<file path="src/rtl/bu2020_pkg.sv">
// Shared constants for the BU2020 instruction fetch path.
//   ADDR_W      : instruction address width (byte address)
//   DATA_W      : instruction word width
//   INSTR_BYTES : bytes per instruction word (fetch address stride)
//   RESET_PC    : default first fetch address after reset
package bu2020_pkg;

  localparam int ADDR_W      = 12;
  localparam int DATA_W      = 16;
  localparam int INSTR_BYTES = 2;

  localparam logic [ADDR_W-1:0] RESET_PC = 12'h000;

endpackage

</file>
<file path="src/rtl/fetch_fifo.sv">
// Synchronous FIFO holding fetched {pc, word} entries for the prefetch unit.
// Ports:
//   clk, rst      : clock, synchronous active-high reset
//   flush         : drop all entries (same effect as reset, pointers to 0)
//   push, wr_data : enqueue one entry (ignored when full)
//   pop           : dequeue the head (ignored when empty)
//   head          : head entry, reads 0 while empty
//   count         : number of stored entries (0..DEPTH)
//   full, empty   : occupancy flags
module fetch_fifo #(
  parameter int WIDTH = 28,
  parameter int DEPTH = 4,
  localparam int PTR_W = $clog2(DEPTH),
  localparam int CNT_W = $clog2(DEPTH + 1)
) (
  input  logic             clk,
  input  logic             rst,
  input  logic             flush,
  input  logic             push,
  input  logic [WIDTH-1:0] wr_data,
  input  logic             pop,
  output logic [WIDTH-1:0] head,
  output logic [CNT_W-1:0] count,
  output logic             full,
  output logic             empty
);

  logic [WIDTH-1:0] mem [DEPTH];
  logic [PTR_W-1:0] wr_ptr;
  logic [PTR_W-1:0] rd_ptr;
  logic             push_ok;
  logic             pop_ok;

  assign full    = (count == CNT_W'(DEPTH));
  assign empty   = (count == '0);
  assign push_ok = push && !full;
  assign pop_ok  = pop && !empty;

  // Storage is not reset; the empty gate below keeps stale contents invisible.
  always_ff @(posedge clk) begin
    if (push_ok && !rst && !flush) begin
      mem[wr_ptr] <= wr_data;
    end
  end

  // DEPTH is a power of two, so pointers wrap by natural overflow.
  always_ff @(posedge clk) begin
    if (rst || flush) begin
      wr_ptr <= '0;
      rd_ptr <= '0;
      count  <= '0;
    end else begin
      if (push_ok) wr_ptr <= wr_ptr + PTR_W'(1);
      if (pop_ok)  rd_ptr <= rd_ptr + PTR_W'(1);
      case ({push_ok, pop_ok})
        2'b10:   count <= count + CNT_W'(1);
        2'b01:   count <= count - CNT_W'(1);
        default: count <= count;
      endcase
    end
  end

  assign head = empty ? '0 : mem[rd_ptr];

endmodule

</file>
<file path="src/rtl/instr_prefetch_unit.sv">
// Instruction prefetch front-end: issues sequential fetch addresses to a
// 1-cycle-latency instruction memory, queues the returned words with their
// addresses, and hands them to decode over a valid/ready handshake.
// Ports:
//   clk, rst        : clock, synchronous active-high reset
//   imem_addr       : fetch address (byte address, always even)
//   imem_data       : word for the address driven in the previous cycle
//   redirect_valid  : restart fetch stream, flushing everything in flight
//   redirect_pc     : new fetch address (bit 0 ignored)
//   instr_valid     : queue head valid
//   instr_ready     : decode accepts the head
//   instr, instr_pc : head word and the address it came from
module instr_prefetch_unit #(
  parameter int                 DEPTH    = 4,
  parameter int                 ADDR_W   = bu2020_pkg::ADDR_W,
  parameter int                 DATA_W   = bu2020_pkg::DATA_W,
  parameter logic [ADDR_W-1:0]  RESET_PC = bu2020_pkg::RESET_PC
) (
  input  logic              clk,
  input  logic              rst,
  output logic [ADDR_W-1:0] imem_addr,
  input  logic [DATA_W-1:0] imem_data,
  input  logic              redirect_valid,
  input  logic [ADDR_W-1:0] redirect_pc,
  output logic              instr_valid,
  input  logic              instr_ready,
  output logic [DATA_W-1:0] instr,
  output logic [ADDR_W-1:0] instr_pc
);

  import bu2020_pkg::*;

  localparam int CNT_W = $clog2(DEPTH + 1);

  logic [ADDR_W-1:0] pc;
  logic [ADDR_W-1:0] pending_pc;
  logic              pending;
  logic [CNT_W-1:0]  count;
  logic [CNT_W:0]    in_flight;
  logic              issue;
  logic              push;
  logic              pop;
  logic              full;
  logic              empty;
  logic [ADDR_W-1:0] redirect_target;

  // Credit counts entries already queued plus the word still in the memory
  // pipeline; a pop this cycle is deliberately not credited.
  assign in_flight = {1'b0, count} + (CNT_W + 1)'(pending);
  assign issue     = (in_flight < (CNT_W + 1)'(DEPTH)) && !redirect_valid;
  // The credit rule means full is never seen here; the guard is belt-and-braces.
  assign push      = pending && !redirect_valid && !full;
  assign pop       = instr_valid && instr_ready && !redirect_valid;

  assign redirect_target = redirect_pc & ~ADDR_W'(1);

  always_ff @(posedge clk) begin
    if (rst) begin
      pc         <= RESET_PC;
      pending    <= 1'b0;
      pending_pc <= RESET_PC;
    end else if (redirect_valid) begin
      pc         <= redirect_target;
      pending    <= 1'b0;
      pending_pc <= pending_pc;
    end else begin
      pending <= issue;
      if (issue) begin
        pending_pc <= pc;
        pc         <= pc + ADDR_W'(INSTR_BYTES);
      end
    end
  end

  assign imem_addr = pc;

  fetch_fifo #(
    .WIDTH (ADDR_W + DATA_W),
    .DEPTH (DEPTH)
  ) u_fetch_fifo (
    .clk     (clk),
    .rst     (rst),
    .flush   (redirect_valid),
    .push    (push),
    .wr_data ({pending_pc, imem_data}),
    .pop     (pop),
    .head    ({instr_pc, instr}),
    .count   (count),
    .full    (full),
    .empty   (empty)
  );

  assign instr_valid = !empty;

endmodule
</file>
<file path="config.mk">
export PLATFORM = sky130hd
export DESIGN_NAME = instr_prefetch_unit
export DESIGN_NICKNAME = d
export VERILOG_FILES = /design/src/rtl/bu2020_pkg.sv /design/src/rtl/fetch_fifo.sv /design/src/rtl/instr_prefetch_unit.sv
export SDC_FILE = /design/constraint.sdc
export NUM_CORES = 1
export LEC_CHECK = 0
export CAP_MARGIN = 15
export CORE_MARGIN = 4
export CORE_UTILIZATION = 40
export CTS_BUF_LIST = sky130_fd_sc_hd__clkbuf_8
export CTS_CLUSTER_SIZE = 10
export DETAILED_ROUTE_END_ITERATION = 10
export GPL_TIMING_DRIVEN = 1
export MAX_ROUTING_LAYER = met4
export RECOVER_POWER = 100
export SYNTH_ARGS = -nofsm -noshare
export SYNTH_HDL_FRONTEND = slang
export SYNTH_SLANG_ARGS = --single-unit
</file>
<file path="constraint.sdc">
create_clock -name clk -period 5.75 [get_ports clk]
set_input_delay 1.15 -clock clk [delete_from_list [all_inputs] [get_ports clk]]
set_output_delay 1.15 -clock clk [all_outputs]
set_load 0.03 [all_outputs]
</file>
==> results of run 1 <==
## cell type report
cell class / instances / area, um2 / share of cell area
Timing Repair Buffer: 75 / 717 / 0.106
Multi-Input combinational cell: 181 / 1570 / 0.231
Clock inverter: 15 / 91.3 / 0.0135
Clock buffer: 17 / 234 / 0.0346
Tap cell: 176 / 220 / 0.0325
Inverter: 15 / 56.3 / 0.00832
Sequential cell: 140 / 3880 / 0.574
## critical path: cells and delay by family, from the launching register on
kind | cells | cell delay, ns
buffers and inverters | 2 | 1.76
flip-flops | 1 | 0.36
AND/OR/NAND/NOR | 2 | 0.48
## layer usage
layer,share of wire,vias to the layer above
met5,0,-
met4,0.012,0
met3,0.042,13
met2,0.48,82
met1,0.47,1500
li1,-,1464
## metrics by stage
step	setup WS [ns]	hold WS (ns)	util	instances	cell area [um2]
after global placement	1.84	0.480	0.480	587	6460
final	1.56	0.496	0.503	619	6770
after detailed placement	1.81	0.494	0.480	587	6460
after global routing	1.31	0.528	0.503	619	6770
after floorplan	2.76	0.460	-	356	5610
after CTS	1.63	0.504	0.505	619	6790
## cells in the mapped netlist (3+ instances only)
library cell  instances  area [um2]
and2b_1               4        30.0
nand3_1               5        25.0
ha_1                  6        75.1
edfxtp_1            108        3240
mux2i_1               3        30.0
o21a_1                8        60.1
clkbuf_1             10        37.5
and3_1                4        25.0
nor3_1                4        20.0
a21oi_1              22         110
xor2_1                8        70.1
nor4_1                4        25.0
nand4_1               3        18.8
mux4_2               27         608
xnor2_1               6        52.6
inv_1                15        56.3
buf_4                 5        37.5
dfxtp_1              32         641
nor2b_1              24         150
buf_2                 4        20.0
nand2_1              25        93.8
nor2_1               13        48.8
## final timing paths
path	start	endpoint	slack, ns	cells past startpoint
max	u_fetch_fifo.count[2]	instr_pc[3]	1.56	4
min	pending_pc[5]	pending_pc[5]	0.50	2
max reg2reg	u_fetch_fifo.count[0]	u_fetch_fifo.mem[1][15]	2.74	4
min reg2reg	pending_pc[5]	pending_pc[5]	0.50	2
## registers in the layout, indices dropped and copies added (netlist names), named ones only
name	flops
imem_addr	11
pending	1
pending_pc	11
u_fetch_fifo.count	3
u_fetch_fifo.mem	108
u_fetch_fifo.rd_ptr	2
u_fetch_fifo.wr_ptr	2
## placed cells by master, fill, tap and decap left out, drive strengths merged, types with 2 or more instances in the layout
| master | n |
|---|---|
| edfxtp | 108 |
| dlygate4sd3 | 55 |
| dfxtp | 32 |
| mux4 | 27 |
| nand2 | 25 |
| nor2b | 24 |
| a21oi | 22 |
| clkbuf | 22 |
| inv | 18 |
| clkdlybuf4s50 | 14 |
| nor2 | 13 |
| clkinv | 11 |
| xor2 | 8 |
| o21a | 8 |
| xnor2 | 6 |
| ha | 6 |
| nand3 | 5 |
| and2b | 4 |
| and3 | 4 |
| nor4 | 4 |
| nor3 | 4 |
| mux2i | 3 |
| nand4 | 3 |
| a31oi | 2 |
| nand2b | 2 |
| conb | 2 |
## cells by family (layout without fill, tap and decap cells)
| group | after synthesis | after routing |
|---|---|---|
| AOI/OAI and AO/OA | 35 | 35 |
| xor gates and xnor gates | 14 | 14 |
| adders and majority gates | 7 | 7 |
| buffers and inverters | 35 | 122 |
| DFF | 140 | 140 |
| muxes | 31 | 31 |
| other | 1 | 2 |
| and+or+nand+nor | 92 | 92 |
## power breakdown
part | internal (mW) | switching [mW] | leakage [nW] | total, mW
clock | 0.324 | 0.338 | 0.186 | 0.662
combinational | 0.0464 | 0.0567 | 0.920 | 0.103
sequential | 1.10 | 0.0156 | 1.28 | 1.12
==> results.json, run 1 <==
{
  "first_pass_iters": 4,
  "area_growth_pct": 20.8,
  "postCtsSetupBuffers": 0,
  "grt_usage": 0.141,
  "wirelength_um": 10100,
  "fin_crit_ns": 4.19,
  "use_met3": 0.0366,
  "grt_pass1_wl_um": 16800,
  "yosys.cell_types.count": 35,
  "yosys_warnings": 0,
  "maxSlewHeadroom": -0.188,
  "routedWlPerCell_um": 16.3,
  "n_fill_cell": 1211,
  "synth_compound_area_frac": 0.0364,
  "antenna_found_initial": 0,
  "yosysSeqAreaShare": 0.693,
  "die_x_um": 126,
  "yosys_most_used_dff": "edfxtp_1",
  "totalPowerFinal_mw": 1.88,
  "cts_buffers": 17,
  "vias": 3059,
  "cts_resized": 0,
  "dp_hpwl_um": 6170,
  "min_path_type": "reg -> reg",
  "postRouteAntennaNets": 0,
  "use_met2": 0.211,
  "grt_max_degree": 31,
  "synthCells": 355,
  "cts-root-buf": "clkbuf_8",
  "syn_area_mm2": 0.00560,
  "fmax_mhz": 238,
  "synth_fa_ha_area_frac": 0.0170,
  "overflow": 0,
  "arrival_ns": 3.04,
  "hold_violations": 0,
  "synth_xor_area_frac": 0.0219,
  "critical_path.max_stage_delay_ns": 1.07,
  "insertion_delay_ns": 0.44,
  "vias_per_cell": 4.94,
  "finalCritPeriodShare": 0.729,
  "violations": "max-capacitance violations, max-slew violations",
  "end_kind": "primary output",
  "worstSetupPathType": "reg -> out",
  "fin_worst_skew_ns": 0.00662,
  "antennaDiodeCount": 0,
  "cts.clk_slew.worst_paths_ns": 0.07,
  "layout.nets": 469,
  "hold_buffers": 0,
  "maxCapViolCount": 3,
  "cp_max_fo": 30,
  "placementRows": 42,
  "slowest_stage": "clkbuf_1",
  "cts.sinks": 140,
  "drive_gt1_frac": 0.129,
  "initial_core_util": 0.416,
  "synthMuxAreaShare": 0.116,
  "cp-start-kind": "register",
  "port_buffers": 69,
  "synth_edf_count": 108,
  "rsz0062_at_grt": "no",
  "h-tree-depth": 4,
  "slew_violations": 84,
  "fin_setup_tns_ns": 0,
  "die-area_mm2": 0.0160,
  "grt_pass1_vias": 3232,
  "cts_tree": "yes",
  "first_iter_violations": 218,
  "synthArstFlopShare": 0,
  "busiest_layer": "met2",
  "p_per_area_mw_per_mm2": 278,
  "status": "complete, but fails checks",
  "met1_usage": 0.183,
  "vdd_ir_drop_max_mv": 0.114,
  "synth_top_family_by_area": "multiplexers",
  "required_ns": 4.60,
  "ios": 73,
  "worst_pin_slew_ns": 1.78,
  "leakage_nw": 2.39,
  "place.gp.congestion": 0.763,
  "synth_simple_gate_area_frac": 0.0860,
  "core_mm2": 0.0135,
  "ys_ff_latch": 140,
  "path_cells": "nor3_2 > clkbuf_1 > and2b_1 > dlygate4sd3_1",
  "clk_path_buf_depth": 2,
  "synth.avg_cell_area_um2": 15.8,
  "setup_violations": 0,
  "die_h_um": 126,
  "drc": 0
}
No activity file was read; power rests on OpenSTA's default activity.
==> run 2, diff against run 1 <==
==> constraint.sdc (replaced) <==
create_clock -name clk -period 3.7 [get_ports clk]
set_input_delay 0.74 -clock clk [delete_from_list [all_inputs] [get_ports clk]]
set_output_delay 0.74 -clock clk [all_outputs]
set_load 0.03 [all_outputs]
==> results.json, run 2 (synthesis gave the netlist of run 1 again) <==
{
  "cts.clk_slew.worst_paths_ns": 0.07,
  "hold-path-cell-count": 2,
  "layout.nets": 472,
  "grt_usage": 0.143,
  "postCtsSetupBuffers": 0,
  "fin_crit_ns": 3.18,
  "cp-start-kind": "input pin",
  "final_cell_mix": "edfxtp_1, dlygate4sd3_1, dfxtp_1",
  "port_buffers": 69,
  "area_growth_pct": 22.7,
  "cts_resized": 0,
  "fin_setup_tns_ns": 0,
  "arrival_ns": 3.54,
  "p_per_area_mw_per_mm2": 451,
  "drc": 0,
  "path_cells": "dlygate4sd3_1 > clkbuf_1 > nand2b_1 > ha_1 > inv_1 > fa_1 > xor2_1 > or3_1 > a21oi_1",
  "min_from": "imem_addr[9]",
  "reg2regPathDepth": 4,
  "critical_path.max_stage_delay_ns": 0.81,
  "rrSetupSlack_ns": 1.30,
  "wirelength_um": 10300,
  "worstReg2RegEnd": "u_fetch_fifo.mem[2][12]",
  "h-tree-depth": 4,
  "grt_max_degree": 29,
  "hold_violations": 0,
  "maxCapViolCount": 0,
  "status": "finished, final reports clean",
  "power_switching_mw": 0.663,
  "rsz0062_at_grt": "no",
  "dp.cells": 590,
  "maxSlewHeadroom": 0.281,
  "core_mm2": 0.0135,
  "die_x_um": 126,
  "postRouteAntennaNets": 0,
  "cts_buffers": 17,
  "clk_path_buf_depth": 2,
  "finalCritPeriodShare": 0.860,
  "antennaDiodeCount": 0,
  "grt_pass1_vias": 3283,
  "vdd_ir_drop_max_mv": 0.188,
  "first_pass_iters": 4,
  "n_fill_cell": 1188,
  "worstSetupPathType": "in -> reg",
  "min_path_type": "reg -> reg",
  "drive_gt1_frac": 0.148,
  "routedWlPerCell_um": 16.6,
  "required_ns": 4.06,
  "worst_pin_slew_ns": 1.08,
  "cp_max_fo": 26,
  "ios": 73,
  "min_to": "pending_pc[9]",
  "r2r-start": "u_fetch_fifo.count[0]",
  "cts.sinks": 140,
  "swShare": 0.214,
  "vias_per_cell": 4.93,
  "hold_buffers": 0,
  "p_int_mw": 2.44,
  "die-area_mm2": 0.0160,
  "end_kind": "register",
  "cts_tree": "yes",
  "placementRows": 42,
  "cts-root-buf": "clkbuf_8",
  "dp_hpwl_um": 6320,
  "top_register": "u_fetch_fifo.mem",
  "fmax_mhz": 314,
  "first_iter_violations": 217,
  "clkPwrFrac": 0.388,
  "die_h_um": 126,
  "fin_worst_skew_ns": 0.00837,
  "slew_violations": 0,
  "leakage_nw": 2.43,
  "slowest_stage": "clkbuf_1",
  "power.share.combinational": 0.053,
  "initial_core_util": 0.416,
  "antenna_found_initial": 0,
  "totalPowerFinal_mw": 3.10,
  "place.gp.congestion": 0.758,
  "grt_pass1_wl_um": 17000,
  "setup_violations": 0,
  "vias": 3065,
  "largest_reg_flops": 108,
  "overflow": 0,
  "fin_cells": 622,
  "insertion_delay_ns": 0.43,
  "final_common_cell": "edfxtp_1",
  "seq_power_share": 0.560
}
## run 2: cell types whose count changed in the layout (fill, tap and decap cells not counted), sizes merged
cell and change:
buf +3, bufinv +2, clkinv -2, clkinvlp +2
inv -2
## run 2: metrics by stage
step / setup slack [ns] / instance area [um2] / hold slack [ns] / util
2_1_floorplan: 1.12 / 5610 / 0.460 / -
3_3_place_gp: 0.787 / 6500 / 0.478 / 0.483
3_5_place_dp: 0.732 / 6500 / 0.499 / 0.483
4_1_cts: 0.547 / 6890 / 0.509 / 0.512
5_1_grt: 0.295 / 6870 / 0.518 / 0.511
6_report: 0.520 / 6870 / 0.505 / 0.511
## run 2: routing by layer
metal / part of all wire / up-vias / GRT usage
met5: 0 / - / -
met4: 0.015 / 0 / 0.0549
li1: - / 1473 / -
met2: 0.48 / 82 / 0.215
met1: 0.47 / 1496 / 0.186
met3: 0.043 / 14 / 0.0383
## run 2: power by group through the flow
stage | sequential [mW] | clock (mW) | combinational, mW
after floorplan | 1.78 | 0 | 0.0763
after global placement | 1.77 | 0 | 0.171
after detailed placement | 1.77 | 0 | 0.174
after CTS | 1.73 | 1.24 | 0.175
after global routing | 1.74 | 1.31 | 0.178
final | 1.73 | 1.20 | 0.163
## run 2: critical path: cells and delay by family
kind / cells / cell delay (ns)
xor+xnor: 1 / 0.15
fa+ha+maj: 2 / 0.55
simple gates: 2 / 0.51
compound gates: 1 / 0.15
buf+inv: 3 / 1.43
## run 2: layout make-up
cell class	instances	area (um2)	area share
clock buffers	17	234	0.0340
repair buffers	78	757	0.110
multi-input cells	181	1570	0.228
inverters	15	56.3	0.00819
clock inverters	15	156	0.0228
flip-flops and latches	140	3880	0.565
well taps	176	220	0.0320
## run 2: how the worst max path moves through the flow
stage	from	to	slack (ns)	depth (start not counted)
final	redirect_valid	u_fetch_fifo.count[2]	0.52	9
after global routing	redirect_valid	u_fetch_fifo.count[2]	0.29	9
after CTS	register	instr_pc[3]	0.55	4
after detailed placement	redirect_valid	u_fetch_fifo.count[2]	0.73	9
after global placement	redirect_valid	u_fetch_fifo.count[2]	0.79	9
after floorplan	redirect_valid	u_fetch_fifo.count[2]	1.12	9
==> run 3, diff against run 2 <==
--- a/config.mk
+++ b/config.mk
@@ -14,6 +14,7 @@
 export GPL_TIMING_DRIVEN = 1
 export MAX_ROUTING_LAYER = met4
 export RECOVER_POWER = 100
+export SLEW_MARGIN = 10
 export SYNTH_ARGS = -nofsm -noshare
 export SYNTH_HDL_FRONTEND = slang
 export SYNTH_SLANG_ARGS = --single-unit
==> results of run 3 <==
Final layout, timing and power as in run 2 (identical DEF).
